`config.mk`:
```
export PLATFORM = sky130hd
export DESIGN_NAME = serial_adder
export DESIGN_NICKNAME = d
export VERILOG_FILES = /design/src/rtl/serial_adder.sv
export SDC_FILE = /design/constraint.sdc
export NUM_CORES = 1
export LEC_CHECK = 0
export ABC_CLOCK_PERIOD_IN_PS = 1500
export CAP_MARGIN = 20
export CORE_MARGIN = 5
export CORE_UTILIZATION = 45
export CTS_BUF_LIST = sky130_fd_sc_hd__clkbuf_4 sky130_fd_sc_hd__clkbuf_8
export CTS_CLUSTER_SIZE = 16
export DETAILED_ROUTE_END_ITERATION = 12
export MAX_ROUTING_LAYER = met4
export PLACE_DENSITY = 0.72
export SYNTH_ARGS = -nofsm -noshare
export SYNTH_HDL_FRONTEND = slang
export SYNTH_SLANG_ARGS = --single-unit
```
`constraint.sdc`:
```
create_clock -name clk_i -period 1.5 [get_ports clk_i]
set_clock_uncertainty 0.2 [all_clocks]
set_input_delay 0.225 -clock clk_i [delete_from_list [all_inputs] [get_ports clk_i]]
set_output_delay 0.225 -clock clk_i [all_outputs]
set_load 0.02 [all_outputs]
```
`src/rtl/serial_adder.sv`:
```
// serial_adder: bit-serial ripple adder built around a single full-adder cell.
// The operands are captured on start. The sum is then produced LSB-first, one bit
// per clock. s_o/co_o are published only once the whole word is finished.
//
// state | meaning
// ------+---------------------------------------------------------------
// IDLE  | waiting for start_i; outputs hold the previous result
// ADD   | one full-adder step per clock over a_sh_q[0]/b_sh_q[0]/carry_q
// DONE  | result published, done_o high for this single cycle
module serial_adder #(
  parameter int WIDTH = 8
) (
  input  logic             clk_i,
  input  logic             rst_i,
  input  logic             start_i,
  input  logic [WIDTH-1:0] a_i,
  input  logic [WIDTH-1:0] b_i,
  input  logic             ci_i,
  output logic             busy_o,
  output logic             done_o,
  output logic [WIDTH-1:0] s_o,
  output logic             co_o
);

  localparam int CW = $clog2(WIDTH);

  typedef enum logic [1:0] {
    IDLE = 2'd0,
    ADD  = 2'd1,
    DONE = 2'd2
  } state_t;

  state_t          state_q;
  logic [WIDTH-1:0] a_sh_q;
  logic [WIDTH-1:0] b_sh_q;
  logic [WIDTH-1:0] sum_sh_q;
  logic             carry_q;
  logic [CW-1:0]    cnt_q;
  logic             busy_q;
  logic             done_q;
  logic [WIDTH-1:0] s_q;
  logic             co_q;

  logic             sum_bit_d;
  logic             carry_d;
  logic [WIDTH-1:0] sum_sh_d;
  logic             last_bit_d;

  // One full-adder cell on the current LSBs, plus the sum shift register with the new bit inserted.
  always_comb begin
    sum_bit_d  = a_sh_q[0] ^ b_sh_q[0] ^ carry_q;
    carry_d    = (a_sh_q[0] & b_sh_q[0]) | (carry_q & (a_sh_q[0] ^ b_sh_q[0]));
    sum_sh_d   = {sum_bit_d, sum_sh_q[WIDTH-1:1]};
    last_bit_d = (cnt_q == CW'(WIDTH - 1));
  end

  // Sequencer and datapath registers. The outputs are registered here, and s/co are written only when the word completes.
  always_ff @(posedge clk_i or posedge rst_i) begin
    if (rst_i) begin
      state_q  <= IDLE;
      a_sh_q   <= '0;
      b_sh_q   <= '0;
      sum_sh_q <= '0;
      carry_q  <= 1'b0;
      cnt_q    <= '0;
      busy_q   <= 1'b0;
      done_q   <= 1'b0;
      s_q      <= '0;
      co_q     <= 1'b0;
    end else begin
      case (state_q)
        IDLE: begin
          if (start_i) begin
            a_sh_q   <= a_i;
            b_sh_q   <= b_i;
            carry_q  <= ci_i;
            sum_sh_q <= '0;
            cnt_q    <= '0;
            busy_q   <= 1'b1;
            state_q  <= ADD;
          end
        end
        ADD: begin
          a_sh_q   <= a_sh_q >> 1;
          b_sh_q   <= b_sh_q >> 1;
          sum_sh_q <= sum_sh_d;
          carry_q  <= carry_d;
          cnt_q    <= cnt_q + CW'(1);
          if (last_bit_d) begin
            s_q     <= sum_sh_d;
            co_q    <= carry_d;
            busy_q  <= 1'b0;
            done_q  <= 1'b1;
            state_q <= DONE;
          end
        end
        DONE: begin
          done_q  <= 1'b0;
          state_q <= IDLE;
        end
        default: begin
          busy_q  <= 1'b0;
          done_q  <= 1'b0;
          state_q <= IDLE;
        end
      endcase
    end
  end

  assign busy_o = busy_q;
  assign done_o = done_q;
  assign s_o    = s_q;
  assign co_o   = co_q;

endmodule
```
==> flow_metrics.env, run 1 <==
export IMPL_seqPwrFrac_pct=38.7
export IMPL_drt_iter0_markers=87
export IMPL_violations="negative setup slack"
export IMPL_fin_nets=230
export IMPL_ys_top_cells_by_area="dfrtp_1 (55%), nor3_1 (12%), mux2_4 (7.4%), o22ai_1 (5.2%), a22o_1 (4.3%)"
export IMPL_path_cells="ha_2, ha_4, nand2_8, mux2_4"
export IMPL_grt_overflow=0
export IMPL_routed_via_density=5.593
export IMPL_crit_type="reg2reg"
export IMPL_seq_area_frac_synth_pct=55.13
export IMPL_fin_crit_sh_pct=101.1
export IMPL_hold_viol_final=0
export IMPL_cpMaxStageDelayCell="dfrtp_1"
export IMPL_synth_simple_gate_area_share_pct=17.37
export IMPL_drive_gt1_share_pct=22.60
export IMPL_num_vias=1443
export IMPL_totalWireLength_um=3900
export IMPL_synth_seq_cells=40
export IMPL_hold_buffers=0
export IMPL_drv_slew=0
export IMPL_cts_buffers=5
export IMPL_synth_top_family_by_area="simple AND/OR/NAND/NOR gates"
export IMPL_n_antenna_cell=0
export IMPL_wire_per_inst_um=15.12
export IMPL_p_sw_mw=1.749
export IMPL_leakage_nw=1.114
export IMPL_worstSetupStartpointType="register"
export IMPL_fp_dieH_um=73.52
export IMPL_place_ws_ns=-0.1418
export IMPL_max_stage_delay_ns=0.39
export IMPL_syn_avg_cell_area_sq_um=11.35
export IMPL_grt_pass1_vias=1423
export IMPL_antenna_left=0
export IMPL_clock_root_buffer="clkbuf_8"
export IMPL_synth_edf_count=0
export IMPL_hold_path_class="in2async"
export IMPL_drc_errors=0
export IMPL_register_area_sq_um=1002
export IMPL_yosys_area_top_type="dfrtp_1"
export IMPL_cts_htree_levels=2
export IMPL_async_flop_share_pct=100.0
export IMPL_io_buffer_count=30
export IMPL_synth_area_mux_share_pct=7.994
export IMPL_worstMarginPinSlew_ns=0.2793
export IMPL_cts_clk_slew_worst_paths_ns=0.08
export IMPL_clkPwrFrac_pct=19.2
export IMPL_max_freq_mhz=659.6
export IMPL_outcome="finished, violations left"
export IMPL_multiInputGateArea_sq_um=764.5
export IMPL_clock_path_buffers=2
export IMPL_internal_power_mw=3.250
export IMPL_endpoint_kind="register"
export IMPL_final_setup_tns_ns=-0.04786
export IMPL_syn_area_sq_um=1815
export IMPL_syn2layout_area_growth_pct=34.73
export IMPL_synth_xor_area_share_pct=0
export IMPL_vdd_ir_drop_max_v=0.0009467
export IMPL_yosysTopAreaCellShare_pct=55.13
export IMPL_cts_tree="done"
export IMPL_worst_path_max_fanout=5
export IMPL_syn_inst=160
export IMPL_first_pass_iters=4
export IMPL_max_cap_violations=0
export IMPL_grt_max_degree=41
export IMPL_worstSkewPairLatency_ns=0.29
export IMPL_worstPathRequired_ns=1.48
export IMPL_worst_slack_ns=-0.01609
export IMPL_ioPinCount=31
export IMPL_post_dp_hpwl_um=2592
export IMPL_die_area_sq_um=5404
export IMPL_fillCellCount=306
export IMPL_initial_utilization_pct=46.05
export IMPL_row_count=23
export IMPL_dieWidth_um=73.52
export IMPL_power_density_nw_per_um2=2044
export IMPL_critical_path_arrival_ns=1.49
export IMPL_grt_usage_pct=15.81
export IMPL_synth_cell_types=23
export IMPL_yosysMostFrequentCell="nor3_1"
export IMPL_antenna_found_initial=0
export IMPL_synth_commonest_cells="nor3_1 (45), dfrtp_1 (40), o22ai_1 (15)"
export IMPL_syn_num_nets=183
export IMPL_swShare_pct=34.99
export IMPL_clkSinkCount=40
export IMPL_pwr_share_comb_pct=42.2
export IMPL_synth_fa_ha_area_share_pct=2.481
export IMPL_max_slew_margin_pct=81.34
export IMPL_period_minus_slack_ns=1.516
export IMPL_rsz0062_at_grt="yes"
export IMPL_synth_compound_area_share_pct=12.06
export IMPL_synthFlopType="dfrtp_1"
export IMPL_grt_pass1_wl_um=6375
export IMPL_gp_congestion=0.8611
export IMPL_ys_warnings_count=0
export IMPL_design_core_area_sq_um=3943
export IMPL_setup_viol=5
==> worst paths after layout <==
| kind | cells after the start | from | endpoint | slack, ns |
|---|---|---|---|---|
| worst min register to register | 1 | s_o[1] | s_o[1] | 0.31 |
| worst min-delay path | 3 | rst_i | s_o[6] | 0.08 |
| worst max-delay path | 4 | cnt_q[0] | s_o[2] | -0.02 |
| worst max register to register | 4 | cnt_q[0] | s_o[2] | -0.02 |
| min in group clk_i | 3 | b_i[7] | b_sh_q[7] | 0.29 |
| max in group asynchronous | 3 | rst_i | state_q[1] | 0.81 |
==> per-stage QoR <==
stage / utilization [%] / cell area, sq um / hold WS (ns) / std cells / total power [mW]
6_report: 62.04 / 2446 / 0.08492 / 258 / 4.999
5_1_grt: 62.04 / 2446 / 0.1025 / 258 / 5.310
4_1_cts: 60.58 / 2389 / 0.08702 / 252 / 4.922
3_5_place_dp: 56.84 / 2241 / 0.2997 / 241 / 4.012
3_3_place_gp: 56.84 / 2241 / 0.2775 / 241 / 3.892
2_1_floorplan: - / 1831 / 0.1610 / 160 / 3.289
==> metal layers <==
layer  GRT usage (%)  share of wire, %  vias up
li1                -                 -      678
met1           18.89                43      713
met2           25.30                49       45
met3           4.241               5.6        7
met4           6.439               2.1        0
met5               -                 0        -
==> layout by cell type (no fill, tap or decap), drive strengths merged <==
cell type	count
a21oi	1
a22o	9
and2b	1
buf	20
bufinv	1
clkbuf	7
clkdlybuf4s50	18
clkinvlp	2
dfrtp	40
dlygate4sd2	11
dlymetal6s2s	1
fa	1
ha	2
inv	3
mux2	9
mux2i	1
nand2	6
nand2b	2
nor2	5
nor2b	1
nor3	45
o21ai	6
o21bai	1
o22ai	15
==> state kept, by name (all words and copies together) (netlist names) <==
name      flops
busy_o        1
s_o           8
co_o          1
sum_sh_q      7
state_q       2
a_sh_q        8
cnt_q         3
b_sh_q        8
done_o        1
carry_q       1
==> power groups by stage <==
stage,clock network (mW),logic [mW],registers (mW)
2_1_floorplan,0,1.26,2.03
3_3_place_gp,0,1.97,1.92
3_5_place_dp,0,2.06,1.95
4_1_cts,0.974,2.02,1.93
5_1_grt,1.02,2.30,1.99
6_report,0.958,2.11,1.93
==> cell families (layout without fill, tap and decap cells) <==
group                      count (synthesis)  count (layout)
AOI/OAI and AO/OA                         32              32
buffers and inverters                     16              63
muxes                                     10              10
and+or+nand+nor                           59              60
DFF                                       40              40
adders and majority gates                  3               3
==> worst max-delay path: cells and delay by family, from the launching register on <==
family / cells / cell delay, ns
AND/OR/NAND/NOR: 1 / 0.10
multiplexers: 1 / 0.30
flip-flops: 1 / 0.39
adder cells (fa/ha/maj): 2 / 0.40
==> layout make-up <==
class / count / area share (%)
timing repair buffer: 50 / 18.98
multi-input combinational: 105 / 31.25
sequential: 40 / 40.97
clock buffer: 7 / 3.939
clock inverter: 1 / 1.228
timing repair inverter: 1 / 0.3069
inverter: 4 / 0.7673
tap: 50 / 2.558
==> repair_timing <==
action                                 CTS  global route
gates resized for setup                 12             6
cloned                                   1             1
pin swaps                                2             2
setup endpoints to repair               20            20
buffers inserted                         2             5
endpoints found under the hold margin    0             0
Power figures use the tool's default switching activity.
==> run 2: changes to the inputs <==
--- a/config.mk
+++ b/config.mk
@@ -7,6 +7,7 @@
 export LEC_CHECK = 0
 export ABC_CLOCK_PERIOD_IN_PS = 1500
 export CAP_MARGIN = 20
+export CORE_ASPECT_RATIO = 1.2
 export CORE_MARGIN = 5
 export CORE_UTILIZATION = 45
 export CTS_BUF_LIST = sky130_fd_sc_hd__clkbuf_4 sky130_fd_sc_hd__clkbuf_8
@@ -14,6 +15,7 @@
 export DETAILED_ROUTE_END_ITERATION = 12
 export MAX_ROUTING_LAYER = met4
 export PLACE_DENSITY = 0.72
+export SKIP_CTS_REPAIR_TIMING = 1
 export SYNTH_ARGS = -nofsm -noshare
 export SYNTH_HDL_FRONTEND = slang
 export SYNTH_SLANG_ARGS = --single-unit
==> run 2 against run 1 <==
Net effect: the run still ends with negative setup slack left; sequential share of layout area shrank 0.22 points; combinational power barely moved; utilization rose by 0.93 points; highest routed layer unchanged.
==> flow_metrics.env, run 2 (synthesized netlist as in run 1, its figures left out) <==
export IMPL_num_vias=1404
export IMPL_design_core_area_sq_um=3910
export IMPL_fin_crit_sh_pct=100.5
export IMPL_endpoint_kind="register"
export IMPL_post_dp_hpwl_um=2908
export IMPL_layout_commonest_cell="nor3_1"
export IMPL_clkSinkCount=40
export IMPL_grt_pass1_wl_um=6941
export IMPL_drive_gt1_share_pct=22.06
export IMPL_ioPinCount=31
export IMPL_worst_path_max_fanout=5
export IMPL_clock_root_buffer="clkbuf_8"
export IMPL_max_slew_margin_pct=83.17
export IMPL_drt_iter0_markers=67
export IMPL_drc_errors=0
export IMPL_hold_path_class="in2async"
export IMPL_cts_clk_slew_worst_paths_ns=0.08
export IMPL_first_pass_iters=4
export IMPL_outcome="finished, violations left"
export IMPL_dieWidth_um=67.98
export IMPL_hold_viol_final=0
export IMPL_crit_type="reg2reg"
export IMPL_utilization_pct=62.98
export IMPL_violations="negative setup slack"
export IMPL_final_setup_tns_ns=-0.02817
export IMPL_cts_tree="done"
export IMPL_rsz0062_at_grt="yes"
export IMPL_worstMarginPinSlew_ns=0.2521
export IMPL_fin_nets=226
export IMPL_cts_buffers=5
export IMPL_period_minus_slack_ns=1.508
export IMPL_placed_area_sq_um=2281
export IMPL_die_area_sq_um=5410
export IMPL_n_antenna_cell=0
export IMPL_initial_utilization_pct=46.43
export IMPL_hold_ws_ns=0.1029
export IMPL_mostFrequentLayoutCells="nor3_1 (45), dfrtp_1 (38), clkdlybuf4s50_1 (18)"
export IMPL_routed_via_density=5.442
export IMPL_vdd_ir_drop_max_v=0.0009355
export IMPL_grt_overflow=0
export IMPL_clock_path_buffers=2
export IMPL_fp_dieH_um=79.58
export IMPL_io_buffer_count=30
export IMPL_power_density_nw_per_um2=2013
export IMPL_worstSetupStartpointType="register"
export IMPL_worstPathRequired_ns=1.47
export IMPL_fillCellCount=333
export IMPL_worst_slack_ns=-0.007872
export IMPL_design_area_sq_um=2462
export IMPL_syn2layout_area_growth_pct=35.63
export IMPL_wire_per_inst_um=15.76
export IMPL_worstSkewPairLatency_ns=0.28
export IMPL_grt_usage_pct=17.19
export IMPL_setup_viol=5
export IMPL_place_ws_ns=-0.2117
export IMPL_row_count=25
export IMPL_cts_htree_levels=2
export IMPL_antenna_found_initial=0
export IMPL_gp_congestion=0.8576
export IMPL_grt_pass1_vias=1484
export IMPL_drv_slew=0
export IMPL_leakage_nw=1.210
export IMPL_critical_path_arrival_ns=1.48
export IMPL_max_freq_mhz=663.2
export IMPL_antenna_left=0
export IMPL_totalWireLength_um=4066
export IMPL_grt_max_degree=41
export IMPL_max_cap_violations=0
## run 2: cell count changes in the layout (fill, tap and decap cells not counted), moves of 2 or more
cell,change
dlygate4sd2_1,-11
clkbuf_8,-2
clkinvlp_4,-2
buf_4,-5
dlymetal6s2s_1,+11
## run 2: layout make-up
type,instances,area (sq um),share of cell area (%)
clock buffers,6,76.32,3.100
inverters,4,15.01,0.6098
well taps,54,67.56,2.744
clock inverters,2,35.03,1.423
multi-input cells,105,765.7,31.10
flip-flops and latches,40,1003,40.75
repair buffers,47,499.2,20.27
## run 2: worst paths after layout
kind | start | end | slack (ns) | cells after the start
setup / recovery | cnt_q[0] | s_o[0] | -0.008 | 4
hold / removal | rst_i | a_sh_q[5] | 0.10 | 3
setup reg to reg | cnt_q[0] | s_o[0] | -0.008 | 4
hold reg to reg | s_o[6] | s_o[6] | 0.31 | 1
max in group asynchronous | rst_i | state_q[0] | 0.79 | 3
min in group clk_i | s_o[6] | s_o[6] | 0.31 | 1
## run 2: through the flow
stage / std cells / power (mW)
2_1_floorplan: 160 / 3.289
6_report: 258 / 4.958
5_1_grt: 258 / 5.309
4_1_cts: 256 / 4.965
3_5_place_dp: 248 / 4.086
3_3_place_gp: 248 / 3.953
## run 2: power by group
group	switching [mW]	internal [mW]	total [mW]
combinational	1.00	1.13	2.13
clock	0.359	0.512	0.870
sequential	0.382	1.57	1.95
total	1.74	3.22	4.96
## run 2: routing by layer
layer / vias up / wire length (um) / part of all wire (%) / track usage, %
met3: 4 / 212 / 5.2 / 4.366
met5: - / 0 / 0 / -
met2: 37 / 2127 / 52 / 27.19
li1: 674 / - / - / -
met1: 689 / 1695 / 42 / 21.07
met4: 0 / 30 / 0.74 / 6.163
## run 2: critical path: stages (launching register included)
cell     delay, ns
dfrtp_1       0.39
ha_2          0.20
ha_4          0.19
nand2_4       0.11
mux2_4        0.31
==> run 3: changes to the inputs <==
--- a/config.mk
+++ b/config.mk
@@ -11,7 +11,7 @@
 export CORE_MARGIN = 5
 export CORE_UTILIZATION = 45
 export CTS_BUF_LIST = sky130_fd_sc_hd__clkbuf_4 sky130_fd_sc_hd__clkbuf_8
-export CTS_CLUSTER_SIZE = 16
+export CTS_CLUSTER_SIZE = 25
 export DETAILED_ROUTE_END_ITERATION = 12
 export MAX_ROUTING_LAYER = met4
 export PLACE_DENSITY = 0.72
==> results of run 3 <==
No change in the layout: final DEF, timing and power equal those of run 2.
